`src/rtl/load_store_unit.sv`:
```
// Data-memory access stage: one registered request/ack transaction per load/store,
// with lane steering, load extension, illegal-access flagging and bus timeout.
//
// state  | meaning
// IDLE   | waiting for memRead/memWrite; illegal requests pulse misaligned
// BUSY   | bus request outstanding, core stalled, timeout counter running
// DONE   | transaction retired; core advances, bus requests dropped
module load_store_unit #(
  parameter int TIMEOUT_CYCLES = 255
) (
  input  logic        clk,
  input  logic        nRst,
  input  logic        memRead,
  input  logic        memWrite,
  input  logic [2:0]  funct3,
  input  logic [31:0] ALUResult,
  input  logic [31:0] storeData,
  output logic [31:0] loadData,
  output logic        stall,
  output logic        misaligned,
  output logic        busError,
  output logic [31:0] busAddr,
  output logic [31:0] busWData,
  output logic [3:0]  busByteEn,
  output logic        busRead,
  output logic        busWrite,
  input  logic [31:0] busRData,
  input  logic        busAck
);

  typedef enum logic [1:0] {
    S_IDLE = 2'd0,
    S_BUSY = 2'd1,
    S_DONE = 2'd2
  } state_t;

  // Counter starts at 0 on BUSY entry, so the last waiting cycle holds TIMEOUT_CYCLES-1.
  localparam logic [9:0] TO_LAST = 10'(TIMEOUT_CYCLES - 1);

  state_t      r_state;
  state_t      w_next;
  logic [9:0]  r_cnt;
  logic [2:0]  r_funct3;
  logic [1:0]  r_addr_lo;
  logic [31:0] r_load_data;
  logic [31:0] r_bus_addr;
  logic [31:0] r_bus_wdata;
  logic [3:0]  r_bus_be;
  logic        r_bus_read;
  logic        r_bus_write;
  logic        r_misaligned;
  logic        r_bus_error;

  logic        w_req;
  logic        w_f3_ok;
  logic        w_align_ok;
  logic        w_legal;
  logic        w_accept;
  logic        w_reject;
  logic        w_timeout;
  logic        w_stall;
  logic [3:0]  w_be;
  logic [31:0] w_wdata;
  logic [31:0] w_shifted;
  logic [31:0] w_ext;

  assign w_req = memRead | memWrite;

  always_comb begin
    w_f3_ok = 1'b0;
    if (memRead) begin
      case (funct3)
        3'd0, 3'd1, 3'd2, 3'd4, 3'd5: w_f3_ok = 1'b1;
        default:                      w_f3_ok = 1'b0;
      endcase
    end else begin
      case (funct3)
        3'd0, 3'd1, 3'd2: w_f3_ok = 1'b1;
        default:          w_f3_ok = 1'b0;
      endcase
    end
  end

  always_comb begin
    w_align_ok = 1'b1;
    case (funct3[1:0])
      2'd1:    w_align_ok = ~ALUResult[0];
      2'd2:    w_align_ok = (ALUResult[1:0] == 2'b00);
      default: w_align_ok = 1'b1;
    endcase
  end

  assign w_legal = ~(memRead & memWrite) & w_f3_ok & w_align_ok;

  always_comb begin
    w_be    = 4'b1111;
    w_wdata = storeData;
    case (funct3[1:0])
      2'd0: begin
        w_be    = 4'b0001 << ALUResult[1:0];
        w_wdata = {4{storeData[7:0]}};
      end
      2'd1: begin
        w_be    = 4'b0011 << ALUResult[1:0];
        w_wdata = {2{storeData[15:0]}};
      end
      default: begin
        w_be    = 4'b1111;
        w_wdata = storeData;
      end
    endcase
  end

  assign w_shifted = busRData >> {r_addr_lo, 3'b000};

  always_comb begin
    w_ext = busRData;
    case (r_funct3)
      3'd0:    w_ext = {{24{w_shifted[7]}}, w_shifted[7:0]};
      3'd1:    w_ext = {{16{w_shifted[15]}}, w_shifted[15:0]};
      3'd4:    w_ext = {24'h000000, w_shifted[7:0]};
      3'd5:    w_ext = {16'h0000, w_shifted[15:0]};
      default: w_ext = busRData;
    endcase
  end

  always_ff @(posedge clk or negedge nRst) begin
    if (!nRst) r_state <= S_IDLE;
    else       r_state <= w_next;
  end

  always_comb begin
    w_next    = r_state;
    w_accept  = 1'b0;
    w_reject  = 1'b0;
    w_timeout = 1'b0;
    w_stall   = 1'b0;
    case (r_state)
      S_IDLE: begin
        if (w_req) begin
          if (w_legal) begin
            w_accept = 1'b1;
            w_stall  = 1'b1;
            w_next   = S_BUSY;
          end else begin
            w_reject = 1'b1;
          end
        end
      end
      S_BUSY: begin
        w_stall = 1'b1;
        if (busAck) begin
          w_next = S_DONE;
        end else if (r_cnt == TO_LAST) begin
          w_timeout = 1'b1;
          w_next    = S_DONE;
        end
      end
      S_DONE:  w_next = S_IDLE;
      default: w_next = S_IDLE;
    endcase
  end

  always_ff @(posedge clk or negedge nRst) begin
    if (!nRst) begin
      r_cnt        <= 10'd0;
      r_funct3     <= 3'd0;
      r_addr_lo    <= 2'd0;
      r_load_data  <= 32'd0;
      r_bus_addr   <= 32'd0;
      r_bus_wdata  <= 32'd0;
      r_bus_be     <= 4'd0;
      r_bus_read   <= 1'b0;
      r_bus_write  <= 1'b0;
      r_misaligned <= 1'b0;
      r_bus_error  <= 1'b0;
    end else begin
      r_misaligned <= w_reject;
      r_bus_error  <= w_timeout;
      if (w_accept) begin
        r_bus_addr  <= {ALUResult[31:2], 2'b00};
        r_bus_be    <= w_be;
        r_bus_wdata <= w_wdata;
        r_bus_read  <= memRead;
        r_bus_write <= memWrite;
        r_funct3    <= funct3;
        r_addr_lo   <= ALUResult[1:0];
        r_cnt       <= 10'd0;
      end
      if (r_state == S_BUSY) begin
        if (busAck || w_timeout) begin
          r_bus_read  <= 1'b0;
          r_bus_write <= 1'b0;
          if (busAck && r_bus_read) r_load_data <= w_ext;
        end else begin
          r_cnt <= r_cnt + 10'd1;
        end
      end
    end
  end

  assign loadData   = r_load_data;
  assign stall      = w_stall;
  assign misaligned = r_misaligned;
  assign busError   = r_bus_error;
  assign busAddr    = r_bus_addr;
  assign busWData   = r_bus_wdata;
  assign busByteEn  = r_bus_be;
  assign busRead    = r_bus_read;
  assign busWrite   = r_bus_write;

endmodule
```
`config.mk`:
```
export PLATFORM = sky130hd
export DESIGN_NAME = load_store_unit
export DESIGN_NICKNAME = d
export VERILOG_FILES = /design/src/rtl/load_store_unit.sv
export SDC_FILE = /design/constraint.sdc
export NUM_CORES = 1
export LEC_CHECK = 0
export ABC_AREA = 1
export BUFFER_PORTS_ARGS = -buffer_cell sky130_fd_sc_hd__buf_2
export CAP_MARGIN = 20
export CORE_UTILIZATION = 45
export CTS_BUF_LIST = sky130_fd_sc_hd__clkbuf_8
export DETAILED_ROUTE_END_ITERATION = 16
export PLACE_DENSITY = 0.73
export SYNTH_ARGS = -nofsm -noshare
export SYNTH_HDL_FRONTEND = slang
export SYNTH_SLANG_ARGS = --single-unit
export TNS_END_PERCENT = 5
```
`constraint.sdc`:
```
create_clock -name clk -period 5.25 [get_ports clk]
set_input_delay 1.05 -clock clk [delete_from_list [all_inputs] [get_ports clk]]
set_output_delay 1.05 -clock clk [all_outputs]
set_load 0.01 [all_outputs]
```
==> results.sh <==
export IMPL_cp_startpoint="funct3[1]"
export IMPL_crit_type="primary input to output pin"
export IMPL_clock_sinks=119
export IMPL_synthAdderAreaFrac_pct=1.06
export IMPL_synth_seq_cells=119
export IMPL_yosys_area_share_simple_pct=29.4
export IMPL_ys_flop_type="dfrtp_1"
export IMPL_htreeDepth=4
export IMPL_synth_most_common_cell="nand2_1"
export IMPL_hold_path_class="primary input to async pin"
export IMPL_post_cts_buffers=0
export IMPL_cts_tree="yes"
export IMPL_drtPass1Iterations=5
export IMPL_yosysWarnings=0
export IMPL_slew_headroom_pct=31.6
export IMPL_seqCellArea_mm2=0.00298
export IMPL_post_dp_cell_area_mm2=0.00699
export IMPL_multi_input_area_mm2=0.00248
export IMPL_setup_tns_ns=0
export IMPL_layout_nets=1077
export IMPL_drv_cap=0
export IMPL_wl_per_cell_um=13.8
export IMPL_hold_viol=0
export IMPL_drc=0
export IMPL_setup_viol=0
export IMPL_cts_hold_buffers_added=0
export IMPL_syn_area_per_cell_um2=7.58
export IMPL_grt_first_pass_wirelength_mm=24.7
export IMPL_dp_hpwl_mm=11.1
export IMPL_dr_total_vias=5654
export IMPL_diodes=0
export IMPL_grt_pass1_vias=4985
export IMPL_cts_inserted_buffers=17
export IMPL_synthMuxAreaShare_pct=0
export IMPL_rr_startpoint="r_state[0]"
export IMPL_yosys_top_cells_area="dfrtp_1 50%, nand2_1 19%, o21ai_0 5.4%, nand3_1 4.7%, inv_1 3.9%"
export IMPL_area_growth_pct=25.2
export IMPL_port_buffers=206
export IMPL_synth_compound_area_share_pct=10.6
export IMPL_cts_resized=0
export IMPL_synth_cell_types=29
export IMPL_drive_gt1_share_pct=27.2
export IMPL_synth_edf_count=0
export IMPL_gp_congestion=0.860
export IMPL_synthArstFlopShare_pct=100
export IMPL_rsz0062_at_grt="false"
export IMPL_synthCells=781
export IMPL_finalInstanceArea_mm2=0.00741
export IMPL_synth_common_cells="303 x nand2_1, 119 x dfrtp_1, 64 x o21ai_0"
export IMPL_nFillCells=1250
export IMPL_io_pins=209
export IMPL_slew_violations=0
export IMPL_start_util_pct=46.6
export IMPL_startpoint_type="primary input"
export IMPL_ant_nets=0
export IMPL_synth_top_family_by_area="simple AND/OR/NAND/NOR gates"
export IMPL_reg2reg_slack_ns=2.92
export IMPL_cp_data_required_time_ns=4.20
export IMPL_synthXorXnorAreaFrac_pct=0.591
export IMPL_cts_root_buf="clkbuf_8"
export IMPL_power_density_mw_per_mm2=518
export IMPL_synth_top_area_share_pct=50.3
export IMPL_end_kind="output pin"
export IMPL_viasPerCell=4.91
export IMPL_fp_coreArea_mm2=0.0127
export IMPL_rows=41
export IMPL_drt_iter0_drc=548
export IMPL_grt_start_max_net_pins=117
export IMPL_drt_wl_total_mm=15.9
export IMPL_worstPathArrival_ns=2.32
export IMPL_grt_overflow=0
export IMPL_clkTransAtPathRegs_ns=0.07
export IMPL_clk_latency_ns=0.43
export IMPL_yosys_area_top_type="dfrtp_1"
export IMPL_finalCritPeriodShare_pct=64.3
export IMPL_dieArea_mm2=0.0136
export IMPL_fin_skew_ns=0.00931
export IMPL_ys_seq_area_share_pct=50.3
export IMPL_tightest_slew_ns=1.03
export IMPL_min_period_ns=3.37
export IMPL_power_leakage_nw=4.29
export IMPL_grt_use_total_pct=23.5
export IMPL_syn_area_mm2=0.00592
export IMPL_die_x_um=117
export IMPL_grt_antenna_before_repair=0
export IMPL_max_freq_mhz=296
export IMPL_die_h_um=117
export IMPL_reg2reg_depth=7
export IMPL_critPathMaxFanout=12
export IMPL_status="finished, final reports clean"
export IMPL_clock_path_buffers=2
export IMPL_ir_worst_vdd_mv=0.232
export IMPL_holdWs_ns=0.394
[cell usage in the layout (no fill, tap or decap), types with 7 or more instances in the layout]
cell / count
inv_2: 7
buf_2: 205
nor2_1: 27
a21oi_1: 45
inv_1: 64
or2_2: 12
clkbuf_8: 19
o211ai_1: 7
o21ai_0: 64
dfrtp_1: 119
nand2_1: 303
nand3_1: 56
[metrics by stage]
step | util (%) | cells | total power (W) | setup WS, ns
after floorplan | - | 782 | 0.00239 | 2.08
after global placement | 55.0 | 1121 | 0.00294 | 1.54
after detailed placement | 55.0 | 1121 | 0.00297 | 1.46
after CTS | 58.3 | 1152 | 0.00386 | 1.86
after global routing | 58.3 | 1152 | 0.00414 | 1.63
final | 58.3 | 1152 | 0.00384 | 1.88
[kinds of logic after synthesis]
family                     after synthesis
DFF                                    119
buffers and inverters                  112
xor gates and xnor gates                 4
AOI/OAI and AO/OA                      120
other                                    1
adders and majority gates                5
and+or+nand+nor                        420
[per-layer routing]
| metal | share of wire, % | global-route usage (%) | wire length (µm) |
|---|---|---|---|
| met4 | 1.4 | 7.34 | 227 |
| met5 | 0 | 0 | 0 |
| met3 | 6.4 | 5.81 | 1010 |
| met2 | 48 | 37.7 | 7560 |
| met1 | 45 | 31.5 | 7080 |
[final timing paths]
check / endpoint
setup / recovery: stall
hold / removal: loadData[5]
setup reg to reg: busAddr[2]
hold reg to reg: busAddr[28]
max in group asynchronous: busAddr[23]
min in group clk: busAddr[28]
[layout make-up]
cell class / instances / area share, %
well taps: 172 / 2.90
clock inverters: 12 / 2.16
repair buffers: 210 / 14.3
multi-input cells: 551 / 33.4
inverters: 69 / 3.49
flip-flops and latches: 119 / 40.2
clock buffers: 19 / 3.53
[registers in the layout (all words and copies together) (netlist names)]
register,flops
busAddr,30
busByteEn,4
busError,1
busRead,1
busWData,32
busWrite,1
loadData,32
misaligned,1
r_addr_lo,2
r_cnt,10
r_funct3,3
r_state,2
[critical path, stage by stage]
cell	delay, ns
buf_2	0.11
inv_1	0.10
ha_1	0.41
inv_1	0.07
nand2_1	0.10
nor2_1	0.06
nor2_2	0.14
nand3_4	0.07
nand2_1	0.06
buf_2	0.14
[report_power, final]
part	internal [W]	switching, W	total (W)
Combinational	0.000565	0.000839	0.00140
Clock	0.000532	0.000357	0.000889
Sequential	0.00129	0.000253	0.00154
Total	0.00239	0.00145	0.00384
Note: power is estimated with default switching activity, not from simulation.
